`config.mk`:
```
export PLATFORM = sky130hd
export DESIGN_NAME = multicycle_ctrl
export DESIGN_NICKNAME = d
export VERILOG_FILES = /design/src/rtl/mips_ctrl_pkg.sv /design/src/rtl/ctrl_decode.sv /design/src/rtl/multicycle_ctrl.sv
export SDC_FILE = /design/constraint.sdc
export NUM_CORES = 1
export LEC_CHECK = 0
export BUFFER_PORTS_ARGS = -buffer_cell sky130_fd_sc_hd__buf_2
export CAP_MARGIN = 20
export CORE_MARGIN = 2
export CORE_UTILIZATION = 54
export DETAILED_ROUTE_END_ITERATION = 7
export PLACE_DENSITY = 0.84
export SKIP_CTS_REPAIR_TIMING = 1
export SLEW_MARGIN = 5
export SYNTH_ARGS = -nofsm -noshare
export SYNTH_HDL_FRONTEND = slang
export SYNTH_SLANG_ARGS = --single-unit
```
`constraint.sdc`:
```
create_clock -name iclk -period 2.99 [get_ports iclk]
set_input_delay 0.598 -clock iclk [delete_from_list [all_inputs] [get_ports iclk]]
set_output_delay 0.598 -clock iclk [all_outputs]
set_load 0.01 [all_outputs]
```
`src/rtl/mips_ctrl_pkg.sv`:
```
// Shared encodings for the multicycle MIPS control path: FSM state codes, opcodes,
// ALU operation codes and the datapath control word.
package mips_ctrl_pkg;

  typedef enum logic [3:0] {
    StFetch   = 4'd0,
    StDecode  = 4'd1,
    StMemAdr  = 4'd2,
    StMemRd   = 4'd3,
    StMemWb   = 4'd4,
    StMemWr   = 4'd5,
    StRtypeEx = 4'd6,
    StRtypeWb = 4'd7,
    StBeqEx   = 4'd8,
    StAddiEx  = 4'd9,
    StAddiWb  = 4'd10,
    StJEx     = 4'd11,
    StTrap    = 4'd12
  } ctrl_state_e;

  localparam logic [5:0] OpRtype = 6'b000000;
  localparam logic [5:0] OpLw    = 6'b100011;
  localparam logic [5:0] OpSw    = 6'b101011;
  localparam logic [5:0] OpBeq   = 6'b000100;
  localparam logic [5:0] OpAddi  = 6'b001000;
  localparam logic [5:0] OpJ     = 6'b000010;

  // Consumed by the ALU control unit as well.
  typedef enum logic [1:0] {
    AluAdd   = 2'b00,
    AluSub   = 2'b01,
    AluFunct = 2'b10
  } alu_op_e;

  localparam logic [1:0] SrcBReg      = 2'b00;
  localparam logic [1:0] SrcBFour     = 2'b01;
  localparam logic [1:0] SrcBImm      = 2'b10;
  localparam logic [1:0] SrcBImmShift = 2'b11;

  localparam logic [1:0] PcAlu    = 2'b00;
  localparam logic [1:0] PcBranch = 2'b01;
  localparam logic [1:0] PcJump   = 2'b10;

  typedef struct packed {
    logic       iord;
    logic       mem_read;
    logic       mem_write;
    logic       ir_write;
    logic       mem_to_reg;
    logic       reg_dst;
    logic       reg_write;
    logic       alu_src_a;
    logic       pc_write;
    logic [1:0] alu_src_b;
    alu_op_e    alu_op;
    logic [1:0] pc_src;
    logic       illegal;
  } ctrl_t;

endpackage

```
`src/rtl/ctrl_decode.sv`:
```
// State-to-control decode for the multicycle controller; purely combinational.
// Only the FETCH strobes and the branch PC write look at anything besides the state.
module ctrl_decode
  import mips_ctrl_pkg::*;
(
  input  ctrl_state_e state,
  input  logic        mem_ready,
  input  logic        zero,
  output ctrl_t       ctrl
);

  always_comb begin
    ctrl = '0;
    case (state)
      StFetch: begin
        ctrl.mem_read  = 1'b1;
        ctrl.alu_src_b = SrcBFour;
        ctrl.ir_write  = mem_ready;
        ctrl.pc_write  = mem_ready;
      end
      StDecode: ctrl.alu_src_b = SrcBImmShift;
      StMemAdr, StAddiEx: begin
        ctrl.alu_src_a = 1'b1;
        ctrl.alu_src_b = SrcBImm;
      end
      StMemRd: begin
        ctrl.iord     = 1'b1;
        ctrl.mem_read = 1'b1;
      end
      StMemWr: begin
        ctrl.iord      = 1'b1;
        ctrl.mem_write = 1'b1;
      end
      StMemWb: begin
        ctrl.reg_write  = 1'b1;
        ctrl.mem_to_reg = 1'b1;
      end
      StAddiWb: ctrl.reg_write = 1'b1;
      StRtypeWb: begin
        ctrl.reg_write = 1'b1;
        ctrl.reg_dst   = 1'b1;
      end
      StRtypeEx: begin
        ctrl.alu_src_a = 1'b1;
        ctrl.alu_op    = AluFunct;
      end
      StBeqEx: begin
        ctrl.alu_src_a = 1'b1;
        ctrl.alu_op    = AluSub;
        ctrl.pc_src    = PcBranch;
        ctrl.pc_write  = zero;
      end
      StJEx: begin
        ctrl.pc_src   = PcJump;
        ctrl.pc_write = 1'b1;
      end
      StTrap:  ctrl.illegal = 1'b1;
      default: ;
    endcase
  end

endmodule

```
`src/rtl/multicycle_ctrl.sv`:
```
// Multicycle MIPS main controller: Moore FSM sequencing fetch/decode/execute phases
// plus a retired-instruction counter.
module multicycle_ctrl
  import mips_ctrl_pkg::*;
#(
  parameter int unsigned RETW = 16
) (
  input  logic            iclk,
  input  logic            irst_n,
  input  logic [5:0]      iop,
  input  logic            izero,
  input  logic            imem_ready,
  output logic            oIorD,
  output logic            oMemRead,
  output logic            oMemWrite,
  output logic            oIRWrite,
  output logic            oMemtoReg,
  output logic            oRegDst,
  output logic            oRegWrite,
  output logic            oALUSrcA,
  output logic            oPCWrite,
  output logic [1:0]      oALUSrcB,
  output logic [1:0]      oALUOp,
  output logic [1:0]      oPCSrc,
  output logic [3:0]      ostate,
  output logic            oillegal,
  output logic [RETW-1:0] oinstret
);

  ctrl_state_e     state_q, state_d;
  logic [RETW-1:0] instret_q;
  logic            retire;
  ctrl_t           ctrl;

  always_comb begin
    state_d = state_q;
    retire  = 1'b0;
    case (state_q)
      StFetch: if (imem_ready) state_d = StDecode;
      StDecode: begin
        case (iop)
          OpRtype:    state_d = StRtypeEx;
          OpLw, OpSw: state_d = StMemAdr;
          OpBeq:      state_d = StBeqEx;
          OpAddi:     state_d = StAddiEx;
          OpJ:        state_d = StJEx;
          default:    state_d = StTrap;
        endcase
      end
      StMemAdr:  state_d = (iop == OpLw) ? StMemRd : StMemWr;
      StMemRd:   if (imem_ready) state_d = StMemWb;
      StMemWr: begin
        if (imem_ready) begin
          state_d = StFetch;
          retire  = 1'b1;
        end
      end
      StRtypeEx: state_d = StRtypeWb;
      StAddiEx:  state_d = StAddiWb;
      StMemWb, StRtypeWb, StAddiWb, StBeqEx, StJEx: begin
        state_d = StFetch;
        retire  = 1'b1;
      end
      // A trapped instruction goes back to fetch without counting as retired.
      StTrap:    state_d = StFetch;
      default:   state_d = StFetch;
    endcase
  end

  always_ff @(posedge iclk or negedge irst_n) begin
    if (!irst_n) begin
      state_q   <= StFetch;
      instret_q <= '0;
    end else begin
      state_q <= state_d;
      if (retire) instret_q <= instret_q + RETW'(1);
    end
  end

  // Gating ready with reset keeps IRWrite/PCWrite quiet while reset is held.
  ctrl_decode u_decode (
    .state     (state_q),
    .mem_ready (imem_ready & irst_n),
    .zero      (izero),
    .ctrl      (ctrl)
  );

  assign oIorD     = ctrl.iord;
  assign oMemRead  = ctrl.mem_read;
  assign oMemWrite = ctrl.mem_write;
  assign oIRWrite  = ctrl.ir_write;
  assign oMemtoReg = ctrl.mem_to_reg;
  assign oRegDst   = ctrl.reg_dst;
  assign oRegWrite = ctrl.reg_write;
  assign oALUSrcA  = ctrl.alu_src_a;
  assign oPCWrite  = ctrl.pc_write;
  assign oALUSrcB  = ctrl.alu_src_b;
  assign oALUOp    = ctrl.alu_op;
  assign oPCSrc    = ctrl.pc_src;
  assign oillegal  = ctrl.illegal;
  assign ostate    = state_q;
  assign oinstret  = instret_q;

endmodule

```
==> results of run 1 <==
[stage by stage]
step | instance area (sq um) | hold WS (ns) | util | worst slack (ns)
floorplan | 1400 | 0.302 | - | 0.942
global placement | 1600 | 0.452 | 0.653 | 0.884
detailed placement | 1600 | 0.456 | 0.653 | 0.805
CTS | 1640 | 0.288 | 0.668 | 0.463
global route | 1640 | 0.304 | 0.668 | 0.333
finish | 1640 | 0.282 | 0.668 | 0.441
[critical path, stage by stage, from the launching register on]
cell     delay (ns)
dfrtp_1        0.80
nor2_1         0.23
and4_1         0.27
or2_1          0.21
buf_2          0.13
[layout by cell type (no fill, tap or decap), types with 4 or more instances in the layout]
cell / synthesis / final
buf_2: 4 / 45
and3_1: 4 / 4
dfrtp_1: 20 / 20
a21oi_1: 6 / 6
and2_1: 6 / 6
xnor2_1: 11 / 11
nand4_1: 7 / 7
xor2_1: 7 / 7
o21ai_0: 4 / 4
nor2_1: 7 / 7
nor3_1: 11 / 11
nand2b_1: 4 / 4
nor4_2: 4 / 4
nand3_1: 4 / 4
nand2_1: 7 / 7
[state kept, by name, summed over array words and instances, names as in the netlist]
register  flops
oinstret     16
ostate        4
[worst paths after layout]
path	start	to	slack [ns]	cells after the start
worst max-delay path	ostate[2]	oPCWrite	0.44	4
worst min-delay path	irst_n	oinstret[2]	0.28	2
worst max register to register	ostate[1]	oinstret[11]	1.07	4
worst min register to register	oinstret[15]	oinstret[15]	0.48	1
max in group asynchronous	irst_n	oinstret[15]	2.50	2
min in group iclk	oinstret[15]	oinstret[15]	0.48	1
[kinds of logic after synthesis]
logic type	share of synthesized area
AO/OA/AOI/OAI	0.141
XOR/XNOR	0.113
adder cells (fa/ha/maj)	0.00895
buffers and inverters	0.0519
flip-flops	0.358
multiplexers	0.0152
AND/OR/NAND/NOR	0.312
[power groups by stage]
stage	registers, mW	logic, mW	clock network [mW]
after floorplan	0.427	0.493	0
after global placement	0.464	0.618	0
after detailed placement	0.480	0.639	0
after CTS	0.473	0.642	0.162
after global routing	0.496	0.714	0.171
final	0.474	0.640	0.162
[layout make-up]
type,instances,share of cell area
flip-flops and latches,20,0.305
repair buffers,46,0.142
multi-input cells,114,0.503
inverters,2,0.00458
well taps,30,0.0229
clock buffers,4,0.0221
[per-layer routing]
layer | wire length (um) | part of all wire
met5 | 0 | 0
met1 | 1420 | 0.45
met3 | 161 | 0.051
met2 | 1580 | 0.50
met4 | 0 | 0
==> out/results.ini, run 1 <==
[placement]
place_congestion=0.895
portBuffers=45
hpwl_mm=2.34
placed_cells=212

[floorplan]
initial_core_util=0.569
core_sq_um=2450
dieWidth_um=54.9
die_area_sq_um=3010
num_rows=18
io_pins=46
chipHeight_um=54.9

[clock_tree]
h-tree-depth=1
clock-sinks=20
root_buffer=clkbuf_4
cts_buffers=3
clock_latency_ns=0.31
cts_tree=built
clk_pin_slew_ns=0.12
clock_path_buffers=2

[power]
power.leakage_nw=0.785
pwr_density_cell_nw_per_um2=778
sw_frac_of_total=0.469
power.internal_uw=678
pwr-share-seq=0.372
p_total_mw=1.28
pwr-share-clk=0.127
switchingPower_uw=598
ir_worst_vdd_v=0.000517
combPwrFrac=0.502

[setup_path]
path_max_fanout=24
crit_required_ns=2.39
crit_type=register to primary output
cp-end-kind=primary output
arrival_ns=1.95
cp-start-kind=register

[logic_synthesis]
yosysWarningCount=0
yosysMostFrequentCell=dfrtp_1
synth-edff-count=0
synth_top_cells_by_count=dfrtp_1 (20), nor3_1 (11), xnor2_1 (11)
synth_area_leader_cell=dfrtp_1
netlist_instances=148
yosys_register_bits=20
synth_area_sq_um=1400
synth_cell_type_count=45
yosys-top-cells-area=dfrtp_1 (36%), xnor2_1 (6.9%), xor2_1 (4.4%), nor3_1 (3.9%), nor4_2 (3.6%)
avgSynthCellArea_sq_um=9.44
ys_seq_area_frac=0.358
synth_top_area_share=0.358
synthArstFlopShare=1.00
synthesis.nets=159
yosys_most_used_dff=dfrtp_1

[sta]
fin_crit_ns=2.55
worst_pin_slew_ns=0.675
fin_crit_sh=0.853
hold_viol=0
grt_setup_unrepaired=false
fin_tns_setup_ns=0
fmax_ghz=0.392
max_slew_margin=0.550
drv_slew=0
finalClockSkew_ns=0.00773
setup-violations-final=0

[detailed_routing]
drtAntennaViolNets=0
drtIter0Drc=37
totalWireLength_mm=3.16
avgRoutedWirePerCell_um=14.6
route.detailed.drc=0
first_pass_iters=4
via_per_inst=5.82
vias=1258

[cells_and_area]
antenna_cells=0
multi_input_area_sq_um=825
n_fill_cell=213
syn_to_final_growth_pct=17.3
register_area_sq_um=500
drive_gt1_frac=0.339
nNetsFinal=198
instances_no_fill=216

[run]
maxCapViolations=0

[grt]
top_usage_layer=met2
grtUsageMet2=0.357
grt.met1_usage=0.293
grt_max_degree=25
grt_pass1_wl_mm=4.67
track_usage=0.217
grt_util_met3=0.0492
grt_pass1_vias=985
antenna_found_initial=0
grt-ovfl-total=0

[hold_path]
min_path_type=input pin to asynchronous set/reset pin

[status]
status=completed

(Power assumes the default switching activity.)
==> inputs of run 2 (changes only) <==
==> constraint.sdc (replaced) <==
create_clock -name iclk -period 2.99 [get_ports iclk]
set_input_delay 0.1495 -clock iclk [delete_from_list [all_inputs] [get_ports iclk]]
set_output_delay 0.1495 -clock iclk [all_outputs]
set_load 0.01 [all_outputs]
==> out/results.ini, run 2 (same netlist as run 1, synthesis figures left out) <==
[detailed_routing]
first_pass_iters=4
wl_met3_um=147
drtAntennaViolNets=0
totalWireLength_mm=3.11
wl_met1_mm=1.36
avgRoutedWirePerCell_um=14.4
wl_met2_mm=1.57
vias=1255
via_per_inst=5.81
drtIter0Drc=30
route.detailed.drc=0
top_layer_used=met4

[cells_and_area]
antenna_cells=0
largest_reg_flops=16
instances_no_fill=216
utilization=0.675
nNetsFinal=198
final_cell_mix=buf_2 (45), dfrtp_1 (20), nor3_1 (11), xnor2_1 (11)
fin_area_sq_um=1660
drive_gt1_frac=0.333
final_common_cell=buf_2
syn_to_final_growth_pct=18.6

[placement]
placed_cells=211
hpwl_mm=2.25
dp_slack_ns=1.16
portBuffers=45
place_congestion=0.859
placed_area_sq_um=1600

[setup_path]
reg2reg_from=ostate[1]
cp-end-kind=primary output
cp-start-kind=register
critPathSlowestCell=dfrtp_1
path_max_fanout=24
r2r_setup_slack_ns=1.08
crit_chain=nor2_1 -> and4_1 -> or2_1 -> buf_2
crit_type=register to primary output
r2r_end=oinstret[11]
max_stage_delay_ns=0.81
crit_required_ns=2.84
arrival_ns=1.97
ff2ff_path_depth=4

[sta]
worst_pin_slew_ns=0.688
fmax_ghz=0.473
setup-violations-final=0
max_slew_margin=0.541
fin_crit_ns=2.12
grt_setup_unrepaired=false
fin_crit_sh=0.708
whs_ns=0.214
fin_tns_setup_ns=0
finalClockSkew_ns=0.00663
drv_slew=0
fin_ws_ns=0.874
hold_viol=0

[power]
power.leakage_nw=0.792
ir_worst_vdd_v=0.000530
pwr_density_cell_nw_per_um2=802
p_total_mw=1.33

[clock_tree]
h-tree-depth=1
cts_tree=built
clock_path_buffers=2
clk_pin_slew_ns=0.12
clock_latency_ns=0.30
clock-sinks=20
root_buffer=clkbuf_4
cts_buffers=3

[floorplan]
num_rows=18
core_sq_um=2450
io_pins=46
dieWidth_um=54.9
die_area_sq_um=3010
initial_core_util=0.569
chipHeight_um=54.9

[grt]
track_usage=0.229
grt_pass1_vias=1118
grt_max_degree=25
grt_pass1_wl_mm=4.90
antenna_found_initial=0
grt-ovfl-total=0

[hold_path]
holdPathEnd=ostate[3]
holdCritStartpoint=iop[4]
min_path_type=input pin to register
whs_path_depth=3

[status]
status=completed

[run]
maxCapViolations=0

run 2: cell count changes in the layout (fill, tap and decap cells not counted), sizes merged:
cell         change
dlygate4sd3      +1
clkbuf           -1
bufinv           +1
buf              -1
run 2: critical path, delay by kind of cell (launching register included):
family | cells | cell delay (ns)
flops | 1 | 0.81
buf+inv | 1 | 0.13
simple gates | 3 | 0.72
run 2: how the worst max path moves through the flow:
stage	startpoint	to	cells past startpoint
2_1_floorplan	ostate[3]	oRegWrite	5
3_3_place_gp	ostate[1]	oinstret[15]	4
3_5_place_dp	ostate[1]	oinstret[12]	4
4_1_cts	ostate[2]	oPCWrite	4
5_1_grt	ostate[2]	oPCWrite	4
6_report	ostate[2]	oPCWrite	4
run 2: metal layers:
layer	vias up	GRT usage
met5	-	0
met4	0	0.104
met3	4	0.0383
met2	34	0.357
met1	602	0.308
li1	615	-
run 2: final cells by class:
type                            count  area, sq um
Tap cell                           30         37.5
Clock inverter                      1         30.0
Inverter                            2         7.51
Multi-Input combinational cell    114          825
Fill cell                         206          797
Clock buffer                        3         22.5
Sequential cell                    20          500
Timing Repair Buffer               46          235
run 2: where the power goes:
group	total [mW]	switching (mW)	leakage (nW)	internal, mW
clock	0.223	0.0872	0.0279	0.135
sequential	0.472	0.140	0.266	0.332
combinational	0.634	0.363	0.497	0.271
==> inputs of run 3 (changes only) <==
--- a/config.mk
+++ b/config.mk
@@ -8,9 +8,9 @@
 export BUFFER_PORTS_ARGS = -buffer_cell sky130_fd_sc_hd__buf_2
 export CAP_MARGIN = 20
 export CORE_MARGIN = 2
-export CORE_UTILIZATION = 54
+export CORE_UTILIZATION = 45
 export DETAILED_ROUTE_END_ITERATION = 7
-export PLACE_DENSITY = 0.84
+export PLACE_DENSITY = 0.75
 export SKIP_CTS_REPAIR_TIMING = 1
 export SLEW_MARGIN = 5
 export SYNTH_ARGS = -nofsm -noshare
==> constraint.sdc (replaced) <==
create_clock -name iclk -period 1.7 [get_ports iclk]
set_input_delay 0.085 -clock iclk [delete_from_list [all_inputs] [get_ports iclk]]
set_output_delay 0.085 -clock iclk [all_outputs]
set_load 0.01 [all_outputs]
==> out/results.ini, run 3 (same netlist as run 1, synthesis figures left out) <==
[status]
status=completed

[setup_path]
cp-start-kind=register
path_max_fanout=6
crit_type=register to primary output
critPathSlowestCell=dfrtp_2
cp-end-kind=primary output
crit_chain=buf_4 -> nand2b_1 -> mux2i_1 -> a21o_1 -> buf_2
max_stage_delay_ns=0.45
arrival_ns=1.55
crit_required_ns=1.62

[clock_tree]
clk_pin_slew_ns=0.11
clock-sinks=20
cts_tree=built
clock_path_buffers=2
root_buffer=clkbuf_4
cts_buffers=3
h-tree-depth=1
clock_latency_ns=0.31

[sta]
whs_ns=0.133
fin_crit_ns=1.63
fmax_ghz=0.612
fin_crit_sh=0.961
max_slew_margin=0.699
finalClockSkew_ns=0.00334
hold_viol=0
fin_tns_setup_ns=0
drv_slew=0
worst_pin_slew_ns=0.451
setup-violations-final=0

[cells_and_area]
largest_reg_flops=16
instances_no_fill=229
n_fill_cell=282
nNetsFinal=208
drive_gt1_frac=0.408
final_cell_mix=buf_2 (45), dfrtp_1 (18), xnor2_1 (11)
multi_input_area_sq_um=852
final_common_cell=buf_2
fin_area_sq_um=1750
utilization=0.584
antenna_cells=0
syn_to_final_growth_pct=25.5
register_area_sq_um=503

[floorplan]
num_rows=20
core_sq_um=3000
chipHeight_um=59.7
io_pins=46
die_area_sq_um=3570
dieWidth_um=59.7
initial_core_util=0.465

[detailed_routing]
via_per_inst=5.70
drtAntennaViolNets=0
route.detailed.drc=0
avgRoutedWirePerCell_um=14.5
totalWireLength_mm=3.31
vias=1305
drtIter0Drc=46
first_pass_iters=4

[placement]
portBuffers=45
placed_area_sq_um=1660
place_congestion=0.775
hpwl_mm=2.57
placed_cells=222

[grt]
antenna_found_initial=0
grt-ovfl-total=0
grt_max_degree=21
track_usage=0.200
grt_pass1_wl_mm=5.48
grt_pass1_vias=1219

[run]
maxCapViolations=0

[power]
pwr_density_cell_nw_per_um2=1390
power.leakage_nw=0.842
ir_worst_vdd_v=0.000727

[hold_path]
min_path_type=input pin to register

run 3: cell types whose count changed in the layout (fill, tap and decap cells not counted), sizes merged:
| cell | previous run | this run |
|---|---|---|
| buf | 45 | 55 |
| clkbuf | 3 | 4 |
| bufinv | 1 | 0 |
run 3: cell type report:
class | instances | area share
sequential | 20 | 0.287
multi-input combinational | 114 | 0.486
timing repair buffer | 56 | 0.179
tap | 33 | 0.0235
inverter | 2 | 0.00428
clock buffer | 4 | 0.0207
run 3: per-stage QoR:
step	setup WS, ns	total power, mW
global placement	0.211	2.02
detailed placement	0.133	2.08
CTS	-0.0306	2.36
floorplan	0.165	1.62
global route	-0.00719	2.64
finish	0.0663	2.44
run 3: worst paths after layout:
| path | cells after the start | slack (ns) | end | startpoint |
|---|---|---|---|---|
| setup / recovery | 5 | 0.07 | oRegWrite | ostate[3] |
| setup reg to reg | 4 | 0.14 | oinstret[1] | ostate[1] |
| min in group asynchronous | 3 | 0.27 | oinstret[7] | irst_n |
| hold / removal | 3 | 0.13 | ostate[3] | iop[4] |
| max in group asynchronous | 3 | 1.20 | ostate[3] | irst_n |
| hold reg to reg | 1 | 0.47 | oinstret[15] | oinstret[15] |
run 3: routing by layer:
metal | share of wire | track usage | vias to the layer above
li1 | - | - | 635
met1 | 0.42 | 0.238 | 614
met2 | 0.50 | 0.370 | 49
met3 | 0.056 | 0.0173 | 7
met4 | 0.019 | 0.0762 | 0
met5 | 0 | 0 | -
run 3: power breakdown:
part / total [mW] / switching, mW / internal, mW / leakage [nW]
registers: 0.724 / 0.133 / 0.591 / 0.263
logic: 1.44 / 0.822 / 0.619 / 0.558
clock network: 0.279 / 0.148 / 0.131 / 0.0210
run 3: worst max-delay path: cells and delay by family (launching register included):
kind,cells,cell delay (ns)
buffers and inverters,2,0.29
AOI/OAI and AO/OA,1,0.13
muxes,1,0.16
and+or+nand+nor,1,0.22
DFF,1,0.45
